$ cat src/rtl/div_restoring_4bit_ctrl_pkg.sv
// ============================================================================
// div_restoring_4bit_ctrl_pkg : shared state encoding and constants
// Rev 1.0
// ============================================================================
`default_nettype none

package div_restoring_4bit_ctrl_pkg;

   localparam logic [1:0] IDLE = 2'd0;
   localparam logic [1:0] RUN  = 2'd1;
   localparam logic [1:0] DONE = 2'd2;

   localparam int         ITER         = 4;
   localparam logic [3:0] DBZ_QUOTIENT = 4'hF;

   typedef enum logic [1:0] {
      ST_IDLE = IDLE,
      ST_RUN  = RUN,
      ST_DONE = DONE
   } state_t;

endpackage

`default_nettype wire

$ cat src/rtl/div_restoring_4bit_ctrl_if.sv
// ============================================================================
// div_restoring_4bit_ctrl_if : start/busy/done handshake and operand/result bus
// Rev 1.0
// ============================================================================
`default_nettype none

interface div_restoring_4bit_ctrl_if;

   logic       start;
   logic [3:0] dividend;
   logic [3:0] divisor;
   logic       busy;
   logic       done;
   logic [3:0] quotient;
   logic [3:0] remainder;
   logic       dbz;

   modport master (
      output start, dividend, divisor,
      input  busy, done, quotient, remainder, dbz
   );

   modport slave (
      input  start, dividend, divisor,
      output busy, done, quotient, remainder, dbz
   );

endinterface

`default_nettype wire

$ cat src/rtl/div_restoring_4bit_ctrl_addsub.sv
// ============================================================================
// ripple_carry_add_and_sub_4bit_m1 : 4-bit ripple adder/subtractor (M=1 inverts b)
// Rev 1.0
// ============================================================================
`default_nettype none

module ripple_carry_add_and_sub_4bit_m1 (
   input  logic [3:0] a,
   input  logic [3:0] b,
   input  logic       c_in,
   input  logic       M,
   output logic [3:0] sum,
   output logic       c_out
);

   logic [4:0] w_carry;
   logic [3:0] w_b_eff;

   assign w_carry[0] = c_in;
   assign w_b_eff    = b ^ {4{M}};

   genvar i;
   generate
      for (i = 0; i < 4; i++) begin : g_bit
         assign sum[i]       = a[i] ^ w_b_eff[i] ^ w_carry[i];
         assign w_carry[i+1] = (a[i] & w_b_eff[i]) | (w_carry[i] & (a[i] ^ w_b_eff[i]));
      end
   endgenerate

   assign c_out = w_carry[4];

endmodule

`default_nettype wire

$ cat src/rtl/div_restoring_4bit_ctrl.sv
// ============================================================================
// div_restoring_4bit_ctrl : sequential 4-bit unsigned restoring divider
// Rev 1.0
// ============================================================================
`default_nettype none

module div_restoring_4bit_ctrl
   import div_restoring_4bit_ctrl_pkg::*;
#(
   parameter int WIDTH = 4
) (
   input  logic                        clk,
   input  logic                        reset,
   div_restoring_4bit_ctrl_if.slave    bus
);

   localparam int                CNT_W    = $clog2(WIDTH);
   localparam logic [CNT_W-1:0]  LAST_CNT = CNT_W'(ITER - 1);

   state_t           state_q;
   logic [CNT_W-1:0] cnt_q;
   logic [3:0]       r_q, q_q, d_q;
   logic [3:0]       r_d, q_d;
   logic             busy_q, done_q, dbz_q;
   logic [3:0]       quotient_q, remainder_q;

   logic [3:0]       w_shifted;
   logic [3:0]       w_sum;
   logic             w_c_out;

   // R never exceeds 7 before the shift, so the shifted value fits in 4 bits
   assign w_shifted = {r_q[2:0], q_q[3]};

   ripple_carry_add_and_sub_4bit_m1 u_addsub (
      .a     (w_shifted),
      .b     (d_q),
      .c_in  (1'b1),
      .M     (1'b1),
      .sum   (w_sum),
      .c_out (w_c_out)
   );

   // c_out=1 means no borrow: keep the difference and set the quotient bit
   assign r_d = w_c_out ? w_sum : w_shifted;
   assign q_d = {q_q[2:0], w_c_out};

   always_ff @(posedge clk or posedge reset) begin
      if (reset) begin
         state_q     <= ST_IDLE;
         cnt_q       <= '0;
         r_q         <= '0;
         q_q         <= '0;
         d_q         <= '0;
         busy_q      <= 1'b0;
         done_q      <= 1'b0;
         dbz_q       <= 1'b0;
         quotient_q  <= '0;
         remainder_q <= '0;
      end else begin
         done_q <= 1'b0;
         case (state_q)
            ST_IDLE: begin
               if (bus.start) begin
                  d_q   <= bus.divisor;
                  q_q   <= bus.dividend;
                  r_q   <= '0;
                  cnt_q <= '0;
                  if (bus.divisor == 4'd0) begin
                     state_q     <= ST_DONE;
                     quotient_q  <= DBZ_QUOTIENT;
                     remainder_q <= bus.dividend;
                     dbz_q       <= 1'b1;
                  end else begin
                     state_q <= ST_RUN;
                     busy_q  <= 1'b1;
                     dbz_q   <= 1'b0;
                  end
               end
            end
            ST_RUN: begin
               r_q   <= r_d;
               q_q   <= q_d;
               cnt_q <= cnt_q + 1'b1;
               if (cnt_q == LAST_CNT) begin
                  state_q     <= ST_DONE;
                  busy_q      <= 1'b0;
                  done_q      <= 1'b1;
                  quotient_q  <= q_d;
                  remainder_q <= r_d;
               end
            end
            ST_DONE: begin
               state_q <= ST_IDLE;
               // divide-by-zero results were loaded on entry; their done comes one edge later
               done_q  <= dbz_q;
            end
            default: state_q <= ST_IDLE;
         endcase
      end
   end

   assign bus.busy      = busy_q;
   assign bus.done      = done_q;
   assign bus.quotient  = quotient_q;
   assign bus.remainder = remainder_q;
   assign bus.dbz       = dbz_q;

endmodule

`default_nettype wire

$ cat src/flat_wrapper.sv
// flat-port wrapper written by rule: the top's interface ports become plain ports
module div_restoring_4bit_ctrl_flat import div_restoring_4bit_ctrl_pkg::*;
#(
   parameter int WIDTH = 4
)
  (clk, reset, bus_start, bus_dividend, bus_divisor, bus_busy, bus_done, bus_quotient, bus_remainder, bus_dbz);
  div_restoring_4bit_ctrl_if bus_i ();
  input  logic clk;
  input  logic reset;
  input wire logic [$bits(bus_i.start)-1:0] bus_start;
  input wire logic [$bits(bus_i.dividend)-1:0] bus_dividend;
  input wire logic [$bits(bus_i.divisor)-1:0] bus_divisor;
  output wire logic [$bits(bus_i.busy)-1:0] bus_busy;
  output wire logic [$bits(bus_i.done)-1:0] bus_done;
  output wire logic [$bits(bus_i.quotient)-1:0] bus_quotient;
  output wire logic [$bits(bus_i.remainder)-1:0] bus_remainder;
  output wire logic [$bits(bus_i.dbz)-1:0] bus_dbz;
  assign bus_i.start = bus_start;
  assign bus_i.dividend = bus_dividend;
  assign bus_i.divisor = bus_divisor;
  assign bus_busy = bus_i.busy;
  assign bus_done = bus_i.done;
  assign bus_quotient = bus_i.quotient;
  assign bus_remainder = bus_i.remainder;
  assign bus_dbz = bus_i.dbz;
  div_restoring_4bit_ctrl #(.WIDTH(WIDTH)) u_core (.clk(clk), .reset(reset), .bus(bus_i));
endmodule
$ cat config.mk
export PLATFORM = sky130hd
export DESIGN_NAME = div_restoring_4bit_ctrl_flat
export DESIGN_NICKNAME = d
export VERILOG_FILES = /design/src/rtl/div_restoring_4bit_ctrl_pkg.sv /design/src/rtl/div_restoring_4bit_ctrl_if.sv /design/src/rtl/div_restoring_4bit_ctrl_addsub.sv /design/src/rtl/div_restoring_4bit_ctrl.sv /design/src/flat_wrapper.sv
export SDC_FILE = /design/constraint.sdc
export NUM_CORES = 1
export LEC_CHECK = 0
export CORE_ASPECT_RATIO = 0.8
export CORE_UTILIZATION = 35
export CTS_CLUSTER_SIZE = 10
export DETAILED_ROUTE_END_ITERATION = 8
export GPL_ROUTABILITY_DRIVEN = 0
export GPL_TIMING_DRIVEN = 1
export MAX_ROUTING_LAYER = met4
export SLEW_MARGIN = 20
export SYNTH_ARGS = -nofsm -noshare
export SYNTH_HDL_FRONTEND = slang
export SYNTH_SLANG_ARGS = --single-unit
$ cat constraint.sdc
create_clock -name clk -period 2.7 [get_ports clk]
set_input_delay 0.675 -clock clk [delete_from_list [all_inputs] [get_ports clk]]
set_output_delay 0.675 -clock clk [all_outputs]
set_load 0.02 [all_outputs]
After elaboration in Yosys (flattened, before gate mapping)

Index checks and enable logic that the tools add are counted.

Add/sub/neg operators: 1
Mux-type cells: 26
Bitwise operators: 20
Reductions and logical operators: 8
Equal/unequal tests: 7

Operators by type and width:

| operator                                                                 | count |
|---|---|
| 4-bit two-way mux                                                        | 8 |
| 4-bit case mux with 2 select lines                                       | 3 |
| 2-bit two-way mux                                                        | 4 |
| 2-bit case mux with 2 select lines                                       | 2 |
| 4-bit AND reduction                                                      | 2 |
| 1-bit AND                                                                | 7 |
| 1-bit XOR                                                                | 7 |
| 3-bit case mux with 2 select lines                                       | 1 |
| 2-bit AND reduction                                                      | 3 |
| 1-bit two-way mux                                                        | 5 |
| 2-bit equality test (second input constant)                              | 2 |
| 4-bit logical NOT                                                        | 1 |
| 2-bit by 1-bit inequality test with 1-bit output (second input constant) | 2 |
| 2-bit inequality test (second input constant)                            | 2 |
| 4-bit inverter                                                           | 1 |
| 1-bit bitwise OR                                                         | 4 |
| 1-bit case mux with 2 select lines                                       | 2 |
| 3-bit two-way mux                                                        | 1 |
| 2-bit by 1-bit adder with 2-bit output (second input constant)           | 1 |
| 2-bit by 1-bit equality test with 1-bit output (second input constant)   | 1 |
| 2-bit logical NOT                                                        | 1 |
| 2-bit nonzero test                                                       | 1 |
| 1-bit inverter                                                           | 1 |

Input bits: 11
Register bits: 26
Logic and storage cells: 72
Output and inout bits: 11

Longest topological paths before layout

Gate-level depths: netlist of the first run.

Depth after elaboration: 12
Gate-level depth with buffers: 10
Gate-level depth less buffers: 9

Cells and area by module

A second synthesis of the first run with hierarchy kept.

Cell total of the unflattened synthesis: 133
Area total of the unflattened synthesis: 1407.6 sq um

Modules (own cells, without submodules):

| module                           | cells an instance | sequential area each (sq um) | area each (sq um) | instances |
|---|---|---|---|---|
| div_restoring_4bit_ctrl          | 117               | 650.6                        | 1262.5            | 1 |
| ripple_carry_add_and_sub_4bit_m1 | 16                | 0.0                          | 145.1             | 1 |

Worst setup path after synthesis of the first run

No wires, ideal clock.

Path type: register to register
From: register u_core.q_q[3]
To: register u_core.remainder_q[2], in the netlist u_core.bus.remainder[2]
Clock period less this slack: 2.256 ns
Arrival time: 2.130 ns
Required time: 2.574 ns
Stages on the path, launching flop included: 11
Buffers on the path: 1
Setup time: 0.126 ns
Slack: 0.444 ns
Cell sequence: dfrtp_1 > inv_1 > ha_1 > fa_1 > inv_1 > fa_1 > fa_1 > clkbuf_1 > mux2_2 > a21oi_1 > mux2i_1

Cells in the longest elaborated chain, start to end: 11
Elaborated cells between the ends (all ways): 13
Classes of those cells: 3 x mux; 10 x bitwise

Ends and longest elaborated chain:

| element                                       | line                                 | text |
|---|---|---|
| start: declaration                            | div_restoring_4bit_ctrl.sv:22        | `logic [3:0] r_q, q_q, d_q;` |
| start signal: assignment                      | div_restoring_4bit_ctrl.sv:65        | `q_q <= bus.dividend;` |
| start signal: assignment                      | div_restoring_4bit_ctrl.sv:82        | `q_q <= q_d;` |
| 1-bit AND / 1-bit XOR (equally long branches) | div_restoring_4bit_ctrl_addsub.sv:26 | `assign w_carry[i+1] = (a[i] & w_b_eff[i]) \| (w_carry[i] & (a[i] ^ w_b_eff[i]));` |
| 1-bit bitwise OR *                            | div_restoring_4bit_ctrl_addsub.sv:26 |  |
| 1-bit AND *                                   | div_restoring_4bit_ctrl_addsub.sv:26 |  |
| 1-bit bitwise OR *                            | div_restoring_4bit_ctrl_addsub.sv:26 |  |
| 1-bit AND                                     | div_restoring_4bit_ctrl_addsub.sv:26 |  |
| 1-bit bitwise OR                              | div_restoring_4bit_ctrl_addsub.sv:26 |  |
| 1-bit AND                                     | div_restoring_4bit_ctrl_addsub.sv:26 |  |
| 1-bit bitwise OR                              | div_restoring_4bit_ctrl_addsub.sv:26 |  |
| 4-bit two-way mux *                           | div_restoring_4bit_ctrl.sv:44        | `assign r_d = w_c_out ? w_sum : w_shifted;` |
| 4-bit two-way mux *                           | div_restoring_4bit_ctrl.sv:84        | `if (cnt_q == LAST_CNT) begin` |
| 4-bit case mux with 2 select lines *          | div_restoring_4bit_ctrl.sv:61        | `case (state_q)` |
| end signal: assignment                        | div_restoring_4bit_ctrl.sv:71        | `remainder_q <= bus.dividend;` |
| end signal: assignment                        | div_restoring_4bit_ctrl.sv:89        | `remainder_q <= r_d;` |
| end: declaration                              | div_restoring_4bit_ctrl.sv:25        | `logic [3:0] quotient_q, remainder_q;` |

Mark *: on every way between the ends. The rest lies on a longest branch, timed or not. The select of a mux whose other input is x is not followed.
A chain may end at the register's enable or synchronous reset.

Final worst setup path of the first run

Ends and elaborated chain as after synthesis.

==> run metrics, run 1 <==
status=finished, final reports clean; num rows=20; Critical Path Sink Type=register; P_sw=759 uW; Post-Syn Instances=125; CTS tree=yes; reg2reg setup slack=350 ps; hpwl dp=1960 um; leak pwr=0.758 nW; combinational share of power=51.3%; most common cell after layout, fill and taps aside=dfrtp_1; insertion delay to the later sink of the worst-skew pair=270 ps; total of max-cap violations=0; initial antenna violation count=0; Num CTS Buffers=3; Fin Hold WS=510 ps; root buffer selected by CTS=clkbuf_8; slew margin rel.=75.4%; Yosys top cell area share=46.9%; Crit Path Category=register to register; setup repair after global routing missed its margin=false; Final ANT Viol Nets=0; Synth area leader=dfrtp_1; aggregate global routing overflow=0; Avg WL per Cell=13.0 um; Yosys reg bits=26; Ys Warns=0; Iteration-0 DRC Markers=46; fmax=0.426 GHz; worst endpoint required time=2860 ps; Worst Skew=7.48 ps; Die X=72.4 um; Clk pwr share=16.0%; register area share after synthesis=46.9%; Routed WL=2630 um; post-CTS resize count=0; internal power of the cells=1.26 mW; clk sinks=26; Finish-stage setup viols=0; Worst VDD drop=0.475 mV; first-pass GRT wire length=4810 um; largest net degree at the start of global routing=27; Syn Nets=144; pwr/cell area=1160 nW/um^2; vias in the first global route=1016; Worst Tran Pin Value=365 ps; Final min period=2350 ps; IO buf count=21; Core Region=3800 um^2; Netlist cell types=28; H-Tree Depth=1; Synth area leaders=dfrtp_1 47%, mux2_2 8.9%, mux2i_1 5.0%; Final Hold Viols=0; Layout fillers=367; P&R area growth vs syn=25.1%; Worst Path Max Fanout=8; Global Route Usage Sum=15.4%; DRC=0; die area=4220 um^2; post-CTS setup buffer count=0; fin util=45.6%; hold crit path type=register to register; clk buf depth=2; Mapped Area=1390 um^2; First-pass DRT Iterations=4; Tcrit/Tclk final=87.0%; antenna cell count=0; WHS Path Cells=2; WP data arrival=2510 ps; pins over their slew limit=0; DR vias/cell=4.79; Startpoint Class=register; sum of negative setup slack=0 ps; Flop pwr share=32.8%; worst r2r path cells=9; syn avg cell area=11.1 um^2; initial core utilization=36.5%; vias post-DR=967; most frequent cells in the layout=26 x dfrtp_1, 21 x clkdlybuf4s50_1, 12 x nand2_1, 12 x inv_1, 11 x mux2_2; layout cells sized above 1=16.3%; Reg clk slew, reported paths=90 ps; Post-CTS Hold Buffers=0; Die Y-Extent=58.3 um; Nets=167; Top Ports=22; Sw Ratio=37.7%
[sequential cells by signal, summed over array words and instances, names as in the netlist]
register,flops
u_core.bus.busy,1
u_core.bus.dbz,1
u_core.bus.done,1
u_core.bus.quotient,4
u_core.bus.remainder,4
u_core.cnt_q,2
u_core.d_q,4
u_core.q_q,4
u_core.r_q,3
u_core.state_q,2
[synthesized netlist by cell type]
cell       count
a22o_1         1
nand2_1       12
nand2b_1       8
a32o_1         1
nor2_1         2
mux2_1         1
o2111ai_2      1
mux2_2        11
or2_2          2
clkbuf_1       4
o41ai_2        1
nor2b_1        4
nand3_1        1
mux2i_1        7
o31ai_1        1
a21oi_1        6
ha_1           5
a41o_1         1
dfrtp_1       26
nand4_4        1
o21ai_0        8
inv_1         12
fa_1           3
a22oi_1        1
a31oi_1        1
o2bb2a_1       1
buf_2          2
or4_4          1
[metal layers]
layer	vias up	track usage (%)	part of all wire (%)	wire [um]
met1	480	20.5	51	1340
met4	0	1.68	0.38	10
met2	18	24.4	45	1190
met5	-	-	0	0
met3	2	4.11	3.3	87
li1	467	-	-	-
[worst paths after layout]
kind | startpoint | end
worst min-delay path | u_core.q_q[0]$_DFFE_PP0P_ | u_core.q_q[0]$_DFFE_PP0P_
min in group asynchronous | reset | u_core.d_q[0]$_DFFE_PP0P_
worst max register to register | u_core.q_q[3]$_DFFE_PP0P_ | u_core.bus.remainder[2]$_DFFE_PP0P_
worst max-delay path | u_core.q_q[3]$_DFFE_PP0P_ | u_core.bus.remainder[2]$_DFFE_PP0P_
worst min register to register | u_core.q_q[0]$_DFFE_PP0P_ | u_core.q_q[0]$_DFFE_PP0P_
max in group asynchronous | reset | u_core.state_q[1]$_DFFE_PP0P_
[per-stage QoR]
stage / area, um^2 / cells / setup slack, ps / power (mW)
after global placement: 1660 / 198 / 351 / 1.69
after floorplan: 1390 / 125 / 444 / 1.40
after global routing: 1740 / 202 / 190 / 2.21
after detailed placement: 1660 / 198 / 343 / 1.71
after CTS: 1740 / 202 / 346 / 2.04
final: 1740 / 202 / 351 / 2.02
[worst max-delay path, cell delays in order, from the launching register on]
cell	delay, ps
dfrtp_1	400
inv_1	60
ha_1	150
fa_1	160
inv_1	50
fa_1	370
fa_1	500
mux2_2	330
a21oi_1	140
mux2i_1	90
[cell families after synthesis]
group | synth area share (%)
simple gates | 12.8
mux | 14.8
fa+ha+maj | 8.84
flops | 46.9
buf+inv | 5.05
compound gates | 11.6
[power by group through the flow]
stage / sequential (mW) / clock (mW) / combinational, mW
6_report: 0.661 / 0.322 / 1.03
2_1_floorplan: 0.715 / 0 / 0.686
3_3_place_gp: 0.663 / 0 / 1.03
3_5_place_dp: 0.670 / 0 / 1.04
5_1_grt: 0.685 / 0.344 / 1.18
4_1_cts: 0.662 / 0.332 / 1.05
[area by class of cell]
class	count	area (um^2)	area share, %
Sequential cell	26	651	37.5
Clock buffer	3	41.3	2.38
Timing Repair Buffer	24	233	13.4
Tap cell	55	68.8	3.97
Inverter	12	45.0	2.60
Clock inverter	1	30.0	1.73
Multi-Input combinational cell	81	667	38.4
Note: power is estimated with default switching activity, not from simulation.
==> run 2, diff against run 1 <==
- CTS_BUF_LIST: default -> sky130_fd_sc_hd__clkbuf_4 sky130_fd_sc_hd__clkbuf_8
==> results of run 2 <==
The final DEF is identical to that of run 1; final timing and power are the same.
==> run 3, diff against run 2 <==
- DONT_BUFFER_PORTS: default -> 1
- SKIP_CTS_REPAIR_TIMING: default -> 1
==> run metrics, run 3 (same netlist as run 1, synthesis figures left out) <==
status=finished, final reports clean; vias post-DR=847; vias in the first global route=894; clk buf depth=2; fin util=39.7%; Finish-stage setup viols=0; placed insts=177; Core Region=3800 um^2; most common cell after layout, fill and taps aside=dfrtp_1; Fin Hold WS=339 ps; hold crit path type=input pin to async pin; largest net degree at the start of global routing=27; insertion delay to the later sink of the worst-skew pair=270 ps; pins over their slew limit=0; Worst VDD drop=0.505 mV; First-pass DRT Iterations=4; Slowest-stage cell, CP=fa_1; Worst Skew=6.23 ps; P&R area growth vs syn=8.75%; Global Route Usage Sum=13.6%; M1 wire length=1200 um; die area=4220 um^2; layout cells sized above 1=19.0%; Startpoint Class=register; initial core utilization=36.5%; H-Tree Depth=1; worst endpoint required time=2860 ps; total of max-cap violations=0; Crit Path Category=register to register; Final Instance Count excl. Fillers=181; pwr/cell area=1200 nW/um^2; hpwl dp=1870 um; Num CTS Buffers=3; pre-CTS WS=338 ps; Final Hold Viols=0; aggregate global routing overflow=0; Final min period=2370 ps; Top Ports=22; leak pwr=0.668 nW; Iteration-0 DRC Markers=14; Avg WL per Cell=13.7 um; Power, Total=1.82 mW; Max stage delay on crit path=510 ps; slew margin rel.=71.9%; Tcrit/Tclk final=87.9%; sum of negative setup slack=0 ps; setup repair after global routing missed its margin=false; CTS tree=yes; Post-Layout Inst Area=1510 um^2; Routed WL=2480 um; Die Y-Extent=58.3 um; most frequent cells in the layout=26 x dfrtp_1, 12 x nand2_1, 12 x inv_1; DR WL met3=193 um; reg2reg setup slack=330 ps; Worst Path Max Fanout=8; num rows=20; DR vias/cell=4.68; CP cell instances=inv_1 > ha_1 > fa_1 > inv_1 > fa_1 > fa_1 > mux2i_1 > a21oi_1 > mux2_2; Worst Tran Pin Value=417 ps; Crit path top cell by count=fa_1; Reg clk slew, reported paths=90 ps; Placed Area=1450 um^2; antenna cell count=0; met2 WL post-DR=1080 um; WP data arrival=2540 ps; Final ANT Viol Nets=0; root buffer selected by CTS=clkbuf_8; PnR worst setup slack=327 ps; clk sinks=26; Critical Path Sink Type=register; first-pass GRT wire length=4170 um; initial antenna violation count=0; IO buf count=0; DRC=0; Nets=146; highest routed layer=met4; fmax=0.421 GHz; Die X=72.4 um
## run 3: cell count changes in the layout (fill, tap and decap cells not counted)
cell	previous run	this run
clkdlybuf4s50_1	21	0
bufinv_16	1	0
clkbuf_8	3	4
## run 3: worst paths after layout
path	cells past startpoint	to	from
max	9	u_core.bus.remainder[3]$_DFFE_PP0P_	u_core.q_q[3]$_DFFE_PP0P_
min	2	u_core.d_q[1]$_DFFE_PP0P_	reset
max reg2reg	9	u_core.bus.remainder[3]$_DFFE_PP0P_	u_core.q_q[3]$_DFFE_PP0P_
min reg2reg	2	u_core.q_q[1]$_DFFE_PP0P_	u_core.q_q[1]$_DFFE_PP0P_
max in group asynchronous	2	u_core.q_q[2]$_DFFE_PP0P_	reset
min in group clk	2	u_core.q_q[1]$_DFFE_PP0P_	u_core.q_q[1]$_DFFE_PP0P_
## run 3: cell type report
type | count | area, um^2
inverter | 12 | 45.0
multi-input combinational | 81 | 667
sequential | 26 | 651
tap | 55 | 68.8
fill | 390 | 2290
clock buffer | 4 | 55.1
timing repair buffer | 3 | 22.5
## run 3: routing by layer
layer  vias to the layer above  global-route usage, %
met3                         2                   5.82
met1                       398                   16.6
met5                         -                      -
li1                        425                      -
met2                        22                   21.1
met4                         0                   2.52
## run 3: worst max-delay path, delay by kind of cell, from the launching register on
kind	cells	cell delay [ps]
adders and majority gates	4	1190
muxes	2	470
AOI/OAI and AO/OA	1	90
DFF	1	400
buffers and inverters	2	110
## run 3: where the power goes
| group | leakage (nW) | internal (mW) | total [mW] | switching, mW |
|---|---|---|---|---|
| clock | 0.0288 | 0.130 | 0.249 | 0.118 |
| sequential | 0.313 | 0.554 | 0.737 | 0.183 |
| combinational | 0.327 | 0.397 | 0.831 | 0.434 |
| total | 0.668 | 1.08 | 1.82 | 0.735 |
